$ cat config.mk
export PLATFORM = sky130hd
export DESIGN_NAME = input_conditioner
export DESIGN_NICKNAME = d
export VERILOG_FILES = /design/src/rtl/input_conditioner.sv
export SDC_FILE = /design/constraint.sdc
export NUM_CORES = 1
export LEC_CHECK = 0
export CORE_ASPECT_RATIO = 1.1
export CORE_MARGIN = 5
export CORE_UTILIZATION = 26
export DETAILED_ROUTE_END_ITERATION = 6
export GPL_ROUTABILITY_DRIVEN = 1
export PLACE_DENSITY = 0.51
export SYNTH_ARGS = -nofsm -noshare
export SYNTH_HDL_FRONTEND = slang
export SYNTH_SLANG_ARGS = --single-unit
$ cat constraint.sdc
create_clock -name clk -period 2.3 [get_ports clk]
set_clock_uncertainty 0.05 [all_clocks]
set_input_delay 0.575 -clock clk [delete_from_list [all_inputs] [get_ports clk]]
set_output_delay 0.575 -clock clk [all_outputs]
set_load 0.02 [all_outputs]
$ cat src/rtl/input_conditioner.sv
// Multi-channel input conditioner: synchronizer, shared sample-tick prescaler, symmetric debounce,
// rise/fall/long-press events. Auto-repeat is built only when INPUT_CONDITIONER_AUTO_REPEAT_EN is defined.
module input_conditioner #(
   parameter int WIDTH          = 4,
   parameter int SYNC_STAGES    = 2,
   parameter int SAMPLE_CNT_MAX = 25000,
   parameter int PULSE_CNT_MAX  = 200,
   parameter int HOLD_CNT_MAX   = 2000,
   parameter int REPEAT_CNT_MAX = 400
) (
   input  logic             clk,
   input  logic             rst,
   input  logic [WIDTH-1:0] in,
   output logic [WIDTH-1:0] level,
   output logic [WIDTH-1:0] rise,
   output logic [WIDTH-1:0] fall,
   output logic [WIDTH-1:0] long_press,
   output logic [WIDTH-1:0] repeat_pulse
);

   localparam int PS_W = (SAMPLE_CNT_MAX > 1) ? $clog2(SAMPLE_CNT_MAX) : 1;
   localparam int DC_W = $clog2(PULSE_CNT_MAX + 1);
   localparam int HC_W = $clog2(HOLD_CNT_MAX + 1);
   localparam logic [PS_W-1:0] PS_LAST = PS_W'(SAMPLE_CNT_MAX - 1);
   localparam logic [DC_W-1:0] DC_LAST = DC_W'(PULSE_CNT_MAX);
   localparam logic [HC_W-1:0] HC_LAST = HC_W'(HOLD_CNT_MAX);
`ifdef INPUT_CONDITIONER_AUTO_REPEAT_EN
   localparam int RC_W = $clog2(REPEAT_CNT_MAX + 1);
   localparam logic [RC_W-1:0] RC_LAST = RC_W'(REPEAT_CNT_MAX);
`endif

   if (SYNC_STAGES < 2 || SAMPLE_CNT_MAX < 1 || PULSE_CNT_MAX < 1 ||
       HOLD_CNT_MAX < 1 || REPEAT_CNT_MAX < 1) begin : g_param_error
      $error("input_conditioner: parameter out of range");
   end

   typedef enum logic [1:0] {
      ST_IDLE    = 2'd0,
      ST_HOLDING = 2'd1,
      ST_LONG    = 2'd2
   } hold_state_t;

   logic [SYNC_STAGES-1:0][WIDTH-1:0] sync_r;
   logic [WIDTH-1:0]                  s_s;
   logic [PS_W-1:0]                   presc_r;
   logic                              tick_s;

   // Synchronizer chain: stage 0 captures the raw pins, the last stage feeds the debouncers.
   always_ff @(posedge clk) begin
      if (rst) begin
         sync_r <= {(SYNC_STAGES*WIDTH){1'b0}};
      end else begin
         sync_r <= {sync_r[SYNC_STAGES-2:0], in};
      end
   end

   assign s_s    = sync_r[SYNC_STAGES-1];
   assign tick_s = (presc_r == PS_LAST);

   // Shared prescaler, wraps on the tick cycle.
   always_ff @(posedge clk) begin
      if (rst) begin
         presc_r <= {PS_W{1'b0}};
      end else if (tick_s) begin
         presc_r <= {PS_W{1'b0}};
      end else begin
         presc_r <= presc_r + PS_W'(1);
      end
   end

   for (genvar ch = 0; ch < WIDTH; ch++) begin : g_ch
      logic            lvl_r, lvl_nx_s;
      logic [DC_W-1:0] dcnt_r, dcnt_nx_s;
      hold_state_t     state_r, state_nx_s;
      logic [HC_W-1:0] hcnt_r, hcnt_nx_s;
      logic            rise_r, fall_r, long_r, long_nx_s;
      logic            rise_ev_s, fall_ev_s;

      // Debounce: PULSE_CNT_MAX consecutive disagreeing ticks flip the level.
      always_comb begin
         lvl_nx_s  = lvl_r;
         dcnt_nx_s = dcnt_r;
         if (tick_s) begin
            if (s_s[ch] != lvl_r) begin
               if ((dcnt_r + DC_W'(1)) == DC_LAST) begin
                  lvl_nx_s  = ~lvl_r;
                  dcnt_nx_s = {DC_W{1'b0}};
               end else begin
                  dcnt_nx_s = dcnt_r + DC_W'(1);
               end
            end else begin
               dcnt_nx_s = {DC_W{1'b0}};
            end
         end else begin
            dcnt_nx_s = dcnt_r;
         end
      end

      assign rise_ev_s = lvl_nx_s & ~lvl_r;
      assign fall_ev_s = ~lvl_nx_s & lvl_r;

      // Hold FSM; a fall always wins over a coincident long-press terminal tick.
      always_comb begin
         state_nx_s = state_r;
         hcnt_nx_s  = hcnt_r;
         long_nx_s  = 1'b0;
         if (fall_ev_s) begin
            state_nx_s = ST_IDLE;
            hcnt_nx_s  = {HC_W{1'b0}};
         end else begin
            case (state_r)
               ST_IDLE: begin
                  if (rise_ev_s) begin
                     state_nx_s = ST_HOLDING;
                     hcnt_nx_s  = {HC_W{1'b0}};
                  end else begin
                     state_nx_s = ST_IDLE;
                  end
               end
               ST_HOLDING: begin
                  if (tick_s) begin
                     if ((hcnt_r + HC_W'(1)) == HC_LAST) begin
                        long_nx_s  = 1'b1;
                        state_nx_s = ST_LONG;
                        hcnt_nx_s  = {HC_W{1'b0}};
                     end else begin
                        hcnt_nx_s = hcnt_r + HC_W'(1);
                     end
                  end else begin
                     hcnt_nx_s = hcnt_r;
                  end
               end
               ST_LONG: begin
                  state_nx_s = ST_LONG;
               end
               default: begin
                  state_nx_s = ST_IDLE;
                  hcnt_nx_s  = {HC_W{1'b0}};
               end
            endcase
         end
      end

      // Per-channel state and registered event outputs.
      always_ff @(posedge clk) begin
         if (rst) begin
            lvl_r   <= 1'b0;
            dcnt_r  <= {DC_W{1'b0}};
            state_r <= ST_IDLE;
            hcnt_r  <= {HC_W{1'b0}};
            rise_r  <= 1'b0;
            fall_r  <= 1'b0;
            long_r  <= 1'b0;
         end else begin
            lvl_r   <= lvl_nx_s;
            dcnt_r  <= dcnt_nx_s;
            state_r <= state_nx_s;
            hcnt_r  <= hcnt_nx_s;
            rise_r  <= rise_ev_s;
            fall_r  <= fall_ev_s;
            long_r  <= long_nx_s;
         end
      end

      assign level[ch]      = lvl_r;
      assign rise[ch]       = rise_r;
      assign fall[ch]       = fall_r;
      assign long_press[ch] = long_r;

`ifdef INPUT_CONDITIONER_AUTO_REPEAT_EN
      logic [RC_W-1:0] rcnt_r, rcnt_nx_s;
      logic            rpt_r, rpt_nx_s;

      // Repeat counter runs only in LONG; a fall clears it and masks a coincident repeat.
      always_comb begin
         rcnt_nx_s = rcnt_r;
         rpt_nx_s  = 1'b0;
         if (fall_ev_s || (state_r != ST_LONG)) begin
            rcnt_nx_s = {RC_W{1'b0}};
         end else if (tick_s) begin
            if ((rcnt_r + RC_W'(1)) == RC_LAST) begin
               rpt_nx_s  = 1'b1;
               rcnt_nx_s = {RC_W{1'b0}};
            end else begin
               rcnt_nx_s = rcnt_r + RC_W'(1);
            end
         end else begin
            rcnt_nx_s = rcnt_r;
         end
      end

      // Repeat state registers.
      always_ff @(posedge clk) begin
         if (rst) begin
            rcnt_r <= {RC_W{1'b0}};
            rpt_r  <= 1'b0;
         end else begin
            rcnt_r <= rcnt_nx_s;
            rpt_r  <= rpt_nx_s;
         end
      end

      assign repeat_pulse[ch] = rpt_r;
`else
      assign repeat_pulse[ch] = 1'b0;
`endif
   end

endmodule

# ---- Word level (Yosys, flattened, before mapping)
# Index checks and enable logic that the tools add are counted.
dict set report classes {
  n_addsub 9
  eq_ne 33
  mux 56
  n_bitwise 25
  n_reduce_logical 21
}
# operator count
set ops {}
lappend ops {{two-way mux 11 bit} 12}
lappend ops {{one-hot mux 11 bit (3 select lines)} 4}
lappend ops {{two-way mux 8 bit} 8}
lappend ops {{adder 11 x 1 -> 11 bit (second input constant)} 4}
lappend ops {{equality test 11 bit (second input constant)} 4}
lappend ops {{adder 8 x 1 -> 8 bit (second input constant)} 4}
lappend ops {{equality test 8 bit (second input constant)} 4}
lappend ops {{inequality test 2 bit (second input constant)} 12}
lappend ops {{one-hot mux 2 bit (3 select lines)} 4}
lappend ops {{two-way mux 1 bit} 20}
lappend ops {{NOT 1 bit} 17}
lappend ops {{two-way mux 2 bit} 8}
lappend ops {{OR reduction 4 bit} 4}
lappend ops {{adder 15 x 1 -> 15 bit (second input constant)} 1}
lappend ops {{equality test 15 bit (second input constant)} 1}
lappend ops {{AND reduction 3 bit} 4}
lappend ops {{OR reduction 2 bit} 5}
lappend ops {{AND 1 bit} 8}
lappend ops {{equality test 2 x 1 -> 1 bit (second input constant)} 4}
lappend ops {{equality test 2 bit (second input constant)} 4}
lappend ops {{logical NOT 2 bit} 4}
lappend ops {{AND reduction 2 bit} 4}
lappend ops {{inequality test 1 bit} 4}
dict set report totals {
  ff_bits 123
  inputBits 6
  out_inout_bits 20
}

# ---- Logic depth before layout (Yosys ltp)
dict set report logic_depth {
  ltp_word 8
  mapped_depth 9
  ltp_nobuf 7
}

# ---- Worst setup path before layout
# OpenSTA, ideal clock, no wires.
dict set report synth_timing {
  path_type {reg-to-reg}
  startpoint {reg g_ch[3].hcnt_r[0]}
  endpoint {reg g_ch[3].state_r[0]}
  arrival_time_ps 2188
  slack_ps -58
  stages_incl_launch_ff 8
  cell_sequence {dfxtp_1 > ha_1 > nand3_1 > or3_1 > a211oi_2 > nand3_1 > o21ai_0 > mux2_2}
}
dict set report synth_via {
  elab_chain_len 4
}
# item line
set synth_lines {}
lappend synth_lines {{start: declaration} 75} ;# logic [HC_W-1:0] hcnt_r, hcnt_nx_s;
lappend synth_lines {{start signal: assignment} 150} ;# hcnt_r <= {HC_W{1'b0}};
lappend synth_lines {{start signal: assignment} 158} ;# hcnt_r <= hcnt_nx_s;
lappend synth_lines {{adder 11 x 1 -> 11 bit} 122} ;# if ((hcnt_r + HC_W'(1)) == HC_LAST) begin
lappend synth_lines {{equality test 11 bit} 122}
lappend synth_lines {{inequality test 2 bit (no line)} --}
lappend synth_lines {{AND reduction 2 bit (no line)} --}
lappend synth_lines {{end signal: assignment} 157} ;# state_r <= state_nx_s;
lappend synth_lines {{end: declaration} 74} ;# hold_state_t state_r, state_nx_s;
# Every way passes these cells.
# A chain may end at the register's enable or synchronous reset.

# ---- Worst setup path after layout
dict set report layout_timing {
  startpoint {reg presc_r[11]}
  endpoint {reg g_ch[3].hcnt_r[5]}
}
dict set report layout_via {
  elab_chain_len 5
  elab_cells_between_ends 9
  classes_between {3 x eq/ne; 1 x mux; 3 x bitwise; 2 x reduce/logical}
}
# item line
set layout_lines {}
lappend layout_lines {{start: declaration} 45} ;# logic [PS_W-1:0] presc_r;
lappend layout_lines {{start signal: assignment} 63} ;# presc_r <= {PS_W{1'b0}};
lappend layout_lines {{start signal: assignment} 65} ;# presc_r <= {PS_W{1'b0}};
lappend layout_lines {{start signal: assignment} 67} ;# presc_r <= presc_r + PS_W'(1);
lappend layout_lines {{equality test 15 bit (*)} 58} ;# assign tick_s = (presc_r == PS_LAST);
lappend layout_lines {{two-way mux 1 bit} 83} ;# if (tick_s) begin
lappend layout_lines {{AND 1 bit or NOT 1 bit (tied branches)} {99, 100}}
lappend layout_lines {{inequality test 2 bit (no line) or AND 1 bit (tied branches)} --}
lappend layout_lines {{AND reduction 3 bit (no line) or OR reduction 2 bit (tied branches)} --}
# Mark *: on every way between the ends. The rest lies on a longest branch, timed or not.

==> impl_metrics.env <==
export IMPL_status="finished, final reports clean"
export IMPL_drc=0
export IMPL_crit_start="presc_r[11]$_SDFF_PP0_"
export IMPL_worst_pin_slew_ns=0.5420
export IMPL_slew_headroom_pct=63.71
export IMPL_fin_area_sq_um=8811
export IMPL_ioPinCount=26
export IMPL_fmax_ghz=0.4562
export IMPL_worstSetupStartpointType="register"
export IMPL_wl_per_cell_um=12.80
export IMPL_synth_common_cells="dfxtp_1 (123), nand2_1 (99), nor2_1 (72), a21oi_1 (70), nand3_1 (63)"
export IMPL_cts_tree="done"
export IMPL_hold_path_startpoint="sync_r[0]$_SDFF_PP0_"
export IMPL_ff_latch_area_sq_um=2472
export IMPL_slew_violations=0
export IMPL_seq_area_frac_synth_pct=35.11
export IMPL_grt_pass1_vias=6172
export IMPL_synth_xor_area_share_pct=3.122
export IMPL_ys_warn_count=0
export IMPL_die_w_um=166.6
export IMPL_ir_worst_vdd_mv=0.4367
export IMPL_initial_core_util_pct=26.17
export IMPL_cts_root_buf="clkbuf_16"
export IMPL_finalHoldViolCount=0
export IMPL_avgSynthCellArea_sq_um=7.978
export IMPL_gp_congestion=0.8250
export IMPL_p_per_area_nw_per_um2=543.8
export IMPL_clockBufferDepth=2
export IMPL_syn_inst=879
export IMPL_clk_pin_slew_ns=0.05
export IMPL_synthAdderAreaFrac_pct=3.747
export IMPL_async_reset_ff_share_pct=0
export IMPL_cp_required_ns=2.59
export IMPL_wl_mm=17.05
export IMPL_finalSetupTns_ns=0
export IMPL_arrival_ns=2.48
export IMPL_dieArea_sq_um=30360
export IMPL_fin_util_pct=32.88
export IMPL_cts_max_level=4
export IMPL_synth_edf_count=0
export IMPL_layout_nets=990
export IMPL_viasPerCell=4.881
export IMPL_synthesis_area_sq_um=7013
export IMPL_drive_gt1_share_pct=17.13
export IMPL_yosys_area_share_simple_pct=31.45
export IMPL_clock_latency_ns=0.41
export IMPL_grt_max_degree=17
export IMPL_dpl_cell_area_sq_um=8063
export IMPL_synthFlopType="dfxtp_1"
export IMPL_ant_nets=0
export IMPL_synth_mux_area_fraction_pct=2.070
export IMPL_synth_area_leader_cell="dfxtp_1"
export IMPL_hold_path_class="reg -> reg"
export IMPL_cts_sinks=123
export IMPL_path_max_fanout=8
export IMPL_globalRouteTotalUtil_pct=11.19
export IMPL_cap_violations=0
export IMPL_first_pass_iters=5
export IMPL_gr_total_overflow=0
export IMPL_antenna_found_initial=0
export IMPL_num_antenna_cells=0
export IMPL_dp_hpwl_mm=12.25
export IMPL_rsz0062_at_grt="true"
export IMPL_end_kind="register"
export IMPL_period_share_pct=95.31
export IMPL_cts_buffers=17
export IMPL_rows=63
export IMPL_ctsHoldBuffers=0
export IMPL_multi_input_area_sq_um=4328
export IMPL_fp_coreArea_sq_um=26800
export IMPL_fill_cells=2857
export IMPL_die_y_um=182.3
export IMPL_layout_setup_ws_ns=0.1078
export IMPL_area_growth_pct=25.64
export IMPL_yosysTopAreaCellShare_pct=35.11
export IMPL_pre_cts_ws_ns=-0.02088
export IMPL_yosysMostFrequentCell="dfxtp_1"
export IMPL_netlist_cell_type_count=71
export IMPL_grt_first_pass_wirelength_mm=28.90
export IMPL_ys_ff_latch=123
export IMPL_synth_compound_area_share_pct=19.48
export IMPL_io_buffers=21
export IMPL_path_class="reg -> reg"
export IMPL_power_leakage_uw=0.003149
export IMPL_r2r_start="presc_r[11]$_SDFF_PP0_"
export IMPL_via_count=6502
export IMPL_setup_viol=0
export IMPL_finalCriticalPeriod_ns=2.192
export IMPL_drt_initial_drc_count=330
export IMPL_synth_top_family_by_area="simple AND/OR/NAND/NOR gates"
export IMPL_synth_area_leaders="dfxtp_1 (35%), nand2_1 (5.3%), a21oi_1 (5.0%)"
==> critical path, stage by stage (launching register included) <==
cell,delay [ns]
dfxtp_1,0.34
and4bb_2,0.34
nand4_1,0.20
buf_6,0.22
a211oi_4,0.26
a21oi_2,0.09
or4_1,0.48
a21oi_1,0.15
==> logic make-up after synthesis <==
logic type / after synthesis
and+or+nand+nor: 415
AOI/OAI and AO/OA: 209
DFF: 123
buffers and inverters: 71
xor gates and xnor gates: 25
adders and majority gates: 21
muxes: 14
other: 1
==> per-layer routing <==
layer	GRT usage (%)	vias to the layer above	wire length [um]
met4	3.830	0	245
met3	2.556	17	459
met2	19.02	82	8023
li1	-	3358	-
met5	0	-	0
met1	14.00	3045	8324
==> flip-flops by register name (all words and copies together) (netlist names) <==
signal and flops:
sync_r 4, presc_r 15, g_ch.hcnt_r 44, g_ch.dcnt_r 32, g_ch.fall_r 4, g_ch.state_r 8, s_s 4, g_ch.rise_r 4
g_ch.long_r 4, g_ch.lvl_r 4
==> power breakdown <==
group | leakage [uW] | total [uW] | internal [uW] | switching (uW)
logic | 0.00187 | 108 | 41.6 | 66.9
clock network | 0.000278 | 2530 | 1580 | 950
registers | 0.000996 | 2150 | 2140 | 7.99
==> cell usage in the layout (no fill, tap or decap), types with 12 or more instances in the layout <==
cell type,instances
nand3_1,62
nor2_1,71
ha_1,18
a31oi_1,12
nand3b_1,15
o21ai_0,44
a21oi_1,69
buf_4,87
clkbuf_16,17
nand2b_1,17
clkdlybuf4s50_1,20
inv_1,19
and2_1,17
nor2b_1,19
nand4_1,16
nand4b_1,12
xor2_1,15
and3_1,24
dfxtp_1,115
nand2_1,99
==> final timing paths <==
| path | to | slack [ns] | cells past startpoint |
|---|---|---|---|
| max | g_ch[3].hcnt_r[5]$_SDFFE_PP0P_ | 0.11 | 7 |
| min | s_s[0]$_SDFF_PP0_ | 0.38 | 1 |
| max reg2reg | g_ch[3].hcnt_r[5]$_SDFFE_PP0P_ | 0.11 | 7 |
| min reg2reg | s_s[0]$_SDFF_PP0_ | 0.38 | 1 |
==> layout make-up <==
cell class              instances  area share, %
clock buffers                  23          5.538
clock inverters                 8         0.7668
inverters                      19         0.8094
multi-input cells             688          49.12
flip-flops and latches        123          28.06
well taps                     357          5.070
repair buffers                114          10.64
==> per-stage QoR <==
stage | std cells | hold WS (ns) | total power, uW
4_1_cts | 1324 | 0.3895 | 4867
3_3_place_gp | 1293 | 0.3747 | 2302
5_1_grt | 1332 | 0.4142 | 4983
3_5_place_dp | 1293 | 0.3739 | 2303
6_report | 1332 | 0.3846 | 4792
2_1_floorplan | 882 | 0.3638 | 2259
==> what timing repair did <==
item                                    4_1_cts  5_1_grt
setup buffers                                 0        7
endpoints found under the setup margin        8       57
hold endpoints to repair                      0        0
resized for setup                             3       30
gates cloned                                  0        1
pin swaps                                     0       11
(Power assumes the default switching activity.)
